<file path="src/rtl/fir_secuenciador_mac_pkg.sv">
// Shared types and constants for the FIR tap sequencer.
// Coefficient source selected by FIR_COEF_WR_EN (writable file vs. constant table).
`ifndef FIR_ANCHO
`define FIR_ANCHO 16
`endif

package fir_secuenciador_mac_pkg;

    localparam int ANCHO = `FIR_ANCHO;

    typedef enum logic [1:0] {
        REPOSO  = 2'd0,
        CALCULO = 2'd1,
        ENTREGA = 2'd2
    } estado_t;

    localparam logic [ANCHO-1:0] COEF_0  = ANCHO'(16'h1000);
    localparam logic [ANCHO-1:0] COEF_1  = ANCHO'(16'h0800);
    localparam logic [ANCHO-1:0] COEF_2  = ANCHO'(16'h0400);
    localparam logic [ANCHO-1:0] COEF_3  = ANCHO'(16'h0200);
    localparam logic [ANCHO-1:0] COEF_4  = ANCHO'(16'h0100);
    localparam logic [ANCHO-1:0] COEF_5  = ANCHO'(16'h0080);
    localparam logic [ANCHO-1:0] COEF_6  = ANCHO'(16'h0040);
    localparam logic [ANCHO-1:0] COEF_7  = ANCHO'(16'h0020);
    localparam logic [ANCHO-1:0] COEF_8  = ANCHO'(16'h0010);
    localparam logic [ANCHO-1:0] COEF_9  = ANCHO'(16'h0008);
    localparam logic [ANCHO-1:0] COEF_10 = ANCHO'(16'h0004);
    localparam logic [ANCHO-1:0] COEF_11 = ANCHO'(16'h0002);
    localparam logic [ANCHO-1:0] COEF_12 = ANCHO'(16'h0001);
    localparam logic [ANCHO-1:0] COEF_13 = ANCHO'(16'hFFFF);
    localparam logic [ANCHO-1:0] COEF_14 = ANCHO'(16'hFFFE);
    localparam logic [ANCHO-1:0] COEF_15 = ANCHO'(16'hFFFC);

    function automatic logic [ANCHO-1:0] coef_def(input int k);
        unique case (k)
            0:       coef_def = COEF_0;
            1:       coef_def = COEF_1;
            2:       coef_def = COEF_2;
            3:       coef_def = COEF_3;
            4:       coef_def = COEF_4;
            5:       coef_def = COEF_5;
            6:       coef_def = COEF_6;
            7:       coef_def = COEF_7;
            8:       coef_def = COEF_8;
            9:       coef_def = COEF_9;
            10:      coef_def = COEF_10;
            11:      coef_def = COEF_11;
            12:      coef_def = COEF_12;
            13:      coef_def = COEF_13;
            14:      coef_def = COEF_14;
            default: coef_def = COEF_15;
        endcase
    endfunction

endpackage

</file>
<file path="src/rtl/fir_linea_retardo.sv">
// TAPS-deep sample shift register with indexed read and synchronous clear.
module fir_linea_retardo #(
    parameter int ANCHO = 16,
    parameter int TAPS  = 4,
    parameter int IW    = 2
) (
    input  logic             clk,
    input  logic             reset_n,
    input  logic             i_desplaza,
    input  logic             i_clr,
    input  logic [ANCHO-1:0] i_dato,
    input  logic [IW-1:0]    i_idx,
    output logic [ANCHO-1:0] o_dato
);

    logic [ANCHO-1:0] r_d [TAPS];

    always_ff @(posedge clk or negedge reset_n) begin
        if (!reset_n) begin
            for (int k = 0; k < TAPS; k++) r_d[k] <= '0;
        end else if (i_clr) begin
            for (int k = 0; k < TAPS; k++) r_d[k] <= '0;
        end else if (i_desplaza) begin
            r_d[0] <= i_dato;
            for (int k = 1; k < TAPS; k++) r_d[k] <= r_d[k-1];
        end
    end

    assign o_dato = r_d[i_idx];

endmodule

</file>
<file path="src/rtl/fir_secuenciador_mac.sv">
// Feeds an external multiply-add stage one tap per cycle and registers the filter output.
// FIR_COEF_WR_EN adds a writable coefficient file (coef_we/coef_dir/coef_dato).
module fir_secuenciador_mac
    import fir_secuenciador_mac_pkg::*;
#(
    parameter int ANCHO = fir_secuenciador_mac_pkg::ANCHO,
    parameter int TAPS  = 4,
    parameter int CNT_W = 4
) (
    input  logic             clk,
    input  logic             reset_n,
    input  logic [ANCHO-1:0] muestra,
    input  logic             muestra_valida,
    output logic             listo,
    output logic [ANCHO-1:0] mac_op1,
    output logic [ANCHO-1:0] mac_op2,
    output logic [ANCHO-1:0] mac_op3,
    input  logic [ANCHO-1:0] mac_resultado,
    input  logic             mac_sat,
`ifdef FIR_COEF_WR_EN
    input  logic             coef_we,
    input  logic [CNT_W-1:0] coef_dir,
    input  logic [ANCHO-1:0] coef_dato,
`endif
    output logic [ANCHO-1:0] salida,
    output logic             salida_valida,
    output logic             saturado
);

    localparam int IW = (TAPS > 1) ? $clog2(TAPS) : 1;

    estado_t          r_estado;
    estado_t          w_estado_sig;
    logic [CNT_W-1:0] r_cnt;
    logic [ANCHO-1:0] r_acum;
    logic             r_sticky;
    logic [ANCHO-1:0] r_salida;
    logic             r_salida_valida;
    logic             r_saturado;
    logic             w_acepta;
    logic             w_ultimo;
    logic [IW-1:0]    w_idx;
    logic [ANCHO-1:0] w_coef_sel;
    logic [ANCHO-1:0] w_dato_ret;

    assign w_acepta = (r_estado == REPOSO) && muestra_valida;
    assign w_ultimo = (r_cnt == CNT_W'(TAPS - 1));
    assign w_idx    = r_cnt[IW-1:0];

`ifdef FIR_COEF_WR_EN
    logic [ANCHO-1:0] r_coef [TAPS];

    // Only idle writes land, so a tap sequence never sees a coefficient change.
    always_ff @(posedge clk or negedge reset_n) begin
        if (!reset_n) begin
            for (int k = 0; k < TAPS; k++) r_coef[k] <= '0;
        end else if (r_estado == REPOSO && coef_we
                     && int'(coef_dir) < TAPS) begin
            r_coef[coef_dir[IW-1:0]] <= coef_dato;
        end
    end

    assign w_coef_sel = r_coef[w_idx];
`else
    logic [ANCHO-1:0] w_coef [TAPS];

    for (genvar k = 0; k < TAPS; k++) begin : g_coef
        assign w_coef[k] = coef_def(k);
    end

    assign w_coef_sel = w_coef[w_idx];
`endif

    fir_linea_retardo #(
        .ANCHO (ANCHO),
        .TAPS  (TAPS),
        .IW    (IW)
    ) u_linea (
        .clk        (clk),
        .reset_n    (reset_n),
        .i_desplaza (w_acepta),
        .i_clr      (1'b0),
        .i_dato     (muestra),
        .i_idx      (w_idx),
        .o_dato     (w_dato_ret)
    );

    always_ff @(posedge clk or negedge reset_n) begin
        if (!reset_n) r_estado <= REPOSO;
        else          r_estado <= w_estado_sig;
    end

    always_comb begin
        w_estado_sig = r_estado;
        listo        = 1'b0;
        mac_op1      = '0;
        mac_op2      = '0;
        mac_op3      = '0;
        unique case (r_estado)
            REPOSO: begin
                listo = 1'b1;
                if (muestra_valida) w_estado_sig = CALCULO;
            end
            CALCULO: begin
                mac_op1 = w_coef_sel;
                mac_op2 = w_dato_ret;
                mac_op3 = (r_cnt == '0) ? '0 : r_acum;
                if (w_ultimo) w_estado_sig = ENTREGA;
            end
            ENTREGA: w_estado_sig = REPOSO;
            default: w_estado_sig = REPOSO;
        endcase
    end

    always_ff @(posedge clk or negedge reset_n) begin
        if (!reset_n) begin
            r_cnt           <= '0;
            r_acum          <= '0;
            r_sticky        <= 1'b0;
            r_salida        <= '0;
            r_salida_valida <= 1'b0;
            r_saturado      <= 1'b0;
        end else begin
            r_salida_valida <= 1'b0;
            unique case (r_estado)
                REPOSO: begin
                    if (muestra_valida) begin
                        r_cnt    <= '0;
                        r_acum   <= '0;
                        r_sticky <= 1'b0;
                    end
                end
                CALCULO: begin
                    r_acum   <= mac_resultado;
                    r_sticky <= r_sticky | mac_sat;
                    r_cnt    <= r_cnt + CNT_W'(1);
                end
                ENTREGA: begin
                    r_salida        <= r_acum;
                    r_saturado      <= r_sticky;
                    r_salida_valida <= 1'b1;
                end
                default: ;
            endcase
        end
    end

    assign salida        = r_salida;
    assign salida_valida = r_salida_valida;
    assign saturado      = r_saturado;

endmodule

</file>
<file path="config.mk">
export PLATFORM = sky130hd
export DESIGN_NAME = fir_secuenciador_mac
export DESIGN_NICKNAME = d
export VERILOG_FILES = /design/src/rtl/fir_secuenciador_mac_pkg.sv /design/src/rtl/fir_linea_retardo.sv /design/src/rtl/fir_secuenciador_mac.sv
export SDC_FILE = /design/constraint.sdc
export NUM_CORES = 1
export LEC_CHECK = 0
export CORE_MARGIN = 2
export CORE_UTILIZATION = 38
export DETAILED_ROUTE_END_ITERATION = 10
export MAX_ROUTING_LAYER = met4
export PLACE_DENSITY = 0.68
export SYNTH_ARGS = -nofsm -noshare
export SYNTH_HDL_FRONTEND = slang
export SYNTH_SLANG_ARGS = --single-unit
</file>
<file path="constraint.sdc">
create_clock -name clk -period 2.5 [get_ports clk]
set_input_delay 0.5 -clock clk [delete_from_list [all_inputs] [get_ports clk]]
set_output_delay 0.5 -clock clk [all_outputs]
set_load 0.01 [all_outputs]
</file>
==> metrics.txt <==
critical-path cell list=buf_12 -> mux4_2 -> and2_1 -> dlygate4sd2_1; Vias/cell=4.803; port bufs=90; outcome=complete, no violations; # H-tree levels=3; Critical Path Stages=4; top-count cell post-synth=dfrtp_1; power density over the cells=between 1000 and 1500 nW/um^2; worst hold margin=roughly 0.011 ns; pin count of the biggest net entering global routing=a little over 60; startpoint types=register; Yosys top cell by area=dfrtp_1; async set-reset flop share out of synthesis=100.0%; prevailing post-synth register cell=dfrtp_1; ANT nets after route=0; multi-input logic area=2092 sq um; I/O pin cnt=103; CTS tree=yes; ANT cells=0; first-iteration detailed-routing DRC count=approximately 160; clock skew=~0.0082 ns; Hold Path Class=in -> async; top cells by area, synth=dfrtp_1, mux2_4, mux2_2; CTS max path bufs=2; R2R depth=3; Final Max Slew Viols=0; gr ovfl total=0; Register Area=2629 sq um; Peak VDD IR=between 0.6 and 0.7 mV; vias in the first global route=between 3000 and 4000; first-pass GRT wire length=16.42 mm; WL/cell=around 16 um; Arr. time, crit path=about 1.9 ns; Crit-path slowest cell=mux4_2; Synth warnings=0; Max Clk Rate=about 420 MHz; Cells after DPL=602; FP Rows=41; Vias=2973; Post-Syn Area=between 4000 and 5000 sq um; area delta synth->final=28.45%; final wirelength=between 10 and 15 mm; CP max FO=11; Post-Syn Area per Cell=approximately 14 sq um; most frequent cells after synthesis=dfrtp_1, mux2_2, mux2_4; #FFs+latches synth=105; initial core utilization=just under 40%; overall power=8.832 mW; Clock Latency Late Sink=~0.34 ns; filler instances=approximately 1100; crit path time final=2.405 ns; Root Driver=clkbuf_16; Core Area=approximately 13000 sq um; Final Cycle Share=96.20%; Post-Synthesis Cells=about 350; endpoint class of the critical path=output port; Total GRT Usage=roughly 15%; die width=about 120 um; Final Setup Violations=0; post-synthesis sequential area ratio=53.68%; dpl hpwl=6.435 mm; Clock transition at path regs=approximately 0.070 ns; post-synth top area share=around 54%; Num CTS Buffers=9; drt drc=0; slowest stage delay, CP=around 0.5 ns; Die Ht=117.5 um; Finished Layout Cells=between 600 and 700; layout cell share with drive strength beyond 1=29.53%; DR pass1 iterations=4; WP buf/inv=2; Distinct cells, synth=26; CP top delay family=multiplexers; # clock sinks=105; required time of the critical path=~2.0 ns; Max-cap violations=0; Die ar.=13810 sq um; final hold viol count=0; nets@finish=between 400 and 500; critical path class=reg -> out; total negative slack=0 ns; EDFF count, synth=0; leakage=3.005 nW; initial antenna violation count=0; Placer Congestion=between 0.7 and 0.8
==> where the power goes <==
part | switching, mW | total (mW) | internal [mW]
sequential | 0.614 | 3.18 | 2.57
combinational | 1.70 | 4.30 | 2.59
clock | 0.595 | 1.35 | 0.757
total | 2.91 | 8.83 | 5.92
==> kinds of logic after synthesis <==
family / count (synthesis) / synth area share (%)
multiplexers: 98 / 29.27
buffers and inverters: 38 / 4.857
AO/OA/AOI/OAI: 6 / 0.7159
other: 1 / 0.07661
flip-flops: 105 / 53.68
AND/OR/NAND/NOR: 99 / 10.38
adder cells (fa/ha/maj): 4 / 1.023
==> sequential cells by signal, indices dropped and copies added, names as in the netlist <==
name,count
r_acum,16
r_sticky,1
r_cnt,4
u_linea.r_d,64
salida_valida,1
r_estado,2
saturado,1
salida,16
==> layer usage <==
layer  global-route usage, %  share of wire (%)  up-vias
li1                        -                  -     1364
met1                   19.82                 46     1517
met2                   24.52                 48       79
met3                   3.585                4.3       13
met4                   3.916                1.2        0
met5                       -                  0        -
==> placed cells by master, fill, tap and decap left out, types with 2 or more instances in the layout <==
master / count
mux2_2: 41
ha_1: 3
clkbuf_16: 10
mux4_2: 16
dlygate4sd2_1: 32
mux2_4: 40
clkinv_2: 2
clkdlybuf4s50_1: 56
buf_12: 4
buf_6: 2
inv_1: 4
nand2b_1: 2
nand3_1: 18
buf_4: 9
conb_1: 12
dfrtp_1: 104
nor2_1: 3
o21ai_0: 2
and2_1: 36
nand2_1: 35
==> worst register-to-register path, delay by kind of cell, from the launching register on <==
family | cells | cell delay (ns)
muxes | 1 | 0.36
buffers and inverters | 1 | 0.28
DFF | 1 | 0.46
and+or+nand+nor | 1 | 0.44
==> stage by stage <==
stage	worst slack, ns	util, %	instance area (sq um)
global placement	0.2253	47.34	5974
finish	0.09491	49.82	6287
detailed placement	0.2202	47.34	5974
floorplan	0.3141	-	4936
global route	-0.001368	49.82	6287
CTS	0.01767	49.42	6236
==> path summary, 6_finish.rpt <==
check	from	to	slack, ns
setup / recovery	r_cnt[0]	mac_op2[7]	0.09
hold / removal	reset_n	u_linea.r_d[52]	0.01
setup reg to reg	r_estado[1]	u_linea.r_d[2]	0.86
hold reg to reg	r_sticky	r_sticky	0.49
max in group asynchronous	reset_n	salida[5]	1.83
min in group clk	r_sticky	r_sticky	0.49
==> timing repair <==
item,4_1_cts,5_1_grt
gates cloned,1,1
hold buffers,0,0
endpoints found under the setup margin,32,12
pin swaps,0,0
gates resized for setup,38,4
setup buffers,0,2
==> area by class of cell <==
| type | instances | share of cell area, % |
|---|---|---|
| clock inverter | 4 | 0.7562 |
| clock buffer | 9 | 3.582 |
| sequential | 105 | 41.81 |
| multi-input combinational | 219 | 33.27 |
| inverter | 4 | 0.2388 |
| tap | 172 | 3.423 |
| timing repair buffer | 106 | 16.92 |
No activity file was read; power rests on OpenSTA's default activity.
==> RTL edit: new RTL, config.mk and constraints unchanged <==
Add a define of `FIR_COEF_WR_EN`.
--- a/src/rtl/fir_secuenciador_mac.sv
+++ b/src/rtl/fir_secuenciador_mac.sv
@@ -2,2 +2,4 @@
 // FIR_COEF_WR_EN adds a writable coefficient file (coef_we/coef_dir/coef_dato).
+`define FIR_COEF_WR_EN
+
 module fir_secuenciador_mac
Interface: changed (added coef_dato, coef_dir and coef_we); port bits go from 103 to 124. The function was not compared with the original's and may differ.
==> RTL edit against the original RTL <==
  * Routed wire length up 71%
  * Synthesized area up 57%
  * Setup slack worse by 76 ps
  * Maximum frequency down 3.0%
  * Clock skew about the same
  * Power up 58%
  * Cell area up 60%
  * Die area up 55%
  * Sequential cell count up 64
==> RTL edit: results (changes against the original RTL) <==
metric,value,unit,change
cts-root-buf,clkbuf_16,,
grt_pass1_wl,28.07,mm,+71%
htreeDepth,4,,+1
grt_pass1_vias,5141,,+61%
synth-seq-area-share,0.5510,,+0.01422
layout-drive-gt1-share,0.4602,,+0.1648
endpoint,mac_op1[3],,
leakage,0.004708,uW,+57%
vias,4605,,+55%
crit_path_max_fanout,8,,-3
io_buffers,123,,+37%
finalNetCount,711,,+47%
synthTopCellsByArea,"dfrtp_1 55%, mux2_2 15%, mux4_2 9.4%",,
fillerInstances,1703,,+52%
grt-ovfl-total,0,,unchanged
slew-limit-headroom,0.5763,,
yosysUniqueCellTypes,34,,+31%
fin_skew,8.071,ps,-0.1485 ps
peakVddDrop,0.5859,mV,-5.4%
wire_per_inst,18.42,um,+14%
top_regs,"r_coef (64), u_linea.r_d (64)",,
dp.final_hpwl,11.09,mm,+72%
grt_util_all_layers,0.1727,,+0.01956
status,"complete, no violations",,
ff2ff_path_depth,4,,+1
grt_max_degree,68,,+9.7%
clkTransAtPathRegs,60,ps,
r2r-end,r_coef[13],,
drt_iter0_drc,181,,+15%
reg2reg_setup_slack,590,ps,-270 ps
synth_commonest_cells,"169 x dfrtp_1, 105 x mux2_2, 49 x and2_1",,
postRouteAntennaNets,0,,unchanged
gp_congestion,0.7245,,-2.1%
start_util,0.3905,,+0.002637
critPathLaunch,r_cnt[0],,
async_flop_share,1.000,,unchanged
clock_latency,430,ps,+90 ps
numCtsBuffers,17,,+8
r2r_start,r_estado[1],,
arrival,1980,ps,+70 ps
-- RTL edit: power breakdown --
part	switching, uW	leakage (uW)	internal (uW)	total (uW)
clock	1110	0.000318	1740	2850
combinational	2420	0.00230	3830	6250
sequential	795	0.00209	4020	4810
-- RTL edit: final cells by class --
cell class	instances	area, um2	area share
Timing Repair Buffer	157	1554	0.1544
Tap cell	265	331.6	0.03294
Multi-Input combinational cell	304	3292	0.3270
Sequential cell	169	4233	0.4205
Inverter	3	11.26	0.001119
Clock inverter	13	191.4	0.01902
Clock buffer	19	452.9	0.04500
-- RTL edit: layer usage --
| layer | vias up | wire, um | GRT usage |
|---|---|---|---|
| met1 | 2417 | 7231 | 0.2072 |
| li1 | 2087 | - | - |
| met2 | 83 | 9083 | 0.2925 |
| met3 | 18 | 564 | 0.03688 |
| met5 | - | 0 | - |
| met4 | 0 | 248 | 0.05534 |
-- RTL edit: worst min-delay path by stage --
stage	startpoint	end	slack, ps	cells past startpoint
after detailed placement	r_cnt[3]	r_cnt[3]	480	1
final	reset_n	r_coef[52]	90	1
after global placement	r_cnt[3]	r_cnt[3]	460	1
after global routing	reset_n	r_coef[4]	130	1
after CTS	reset_n	r_coef[52]	100	1
after floorplan	reset_n	r_acum[0]	200	0
-- RTL edit: worst max-delay path: cells and delay by family (launching register included) --
| kind | cells | cell delay, ps |
|---|---|---|
| buf+inv | 2 | 480 |
| flops | 1 | 400 |
| mux | 1 | 510 |
| simple gates | 1 | 170 |
-- RTL edit: cell families (layout without fill, tap and decap cells) --
family / after synthesis / after routing / synth area share
buffers and inverters: 35 / 192 / 0.02657
AO/OA/AOI/OAI: 5 / 5 / 0.004891
AND/OR/NAND/NOR: 118 / 118 / 0.08559
XOR/XNOR: 1 / 1 / 0.001141
multiplexers: 178 / 178 / 0.3275
flip-flops: 169 / 169 / 0.5510
adder cells (fa/ha/maj): 2 / 2 / 0.003260
-- RTL edit: timing repair --
item,CTS,global route
buffers inserted,10,2
gates resized for setup,134,38
setup endpoints to repair,48,32
pin swaps,3,12
hold buffers,0,0
cloned,2,0
-- RTL edit: metrics by stage --
stage	setup TNS, ps	hold slack (ps)	area (um2)	cells	setup slack (ps)
5_1_grt	-243.0	132.5	10070	930	-52.80
6_report	0	86.36	10070	930	19.38
3_5_place_dp	0	484.6	9316	885	133.6
2_1_floorplan	0	204.4	7675	508	319.9
4_1_cts	-561.9	95.55	10050	929	-118.0
3_3_place_gp	0	463.0	9316	885	145.5
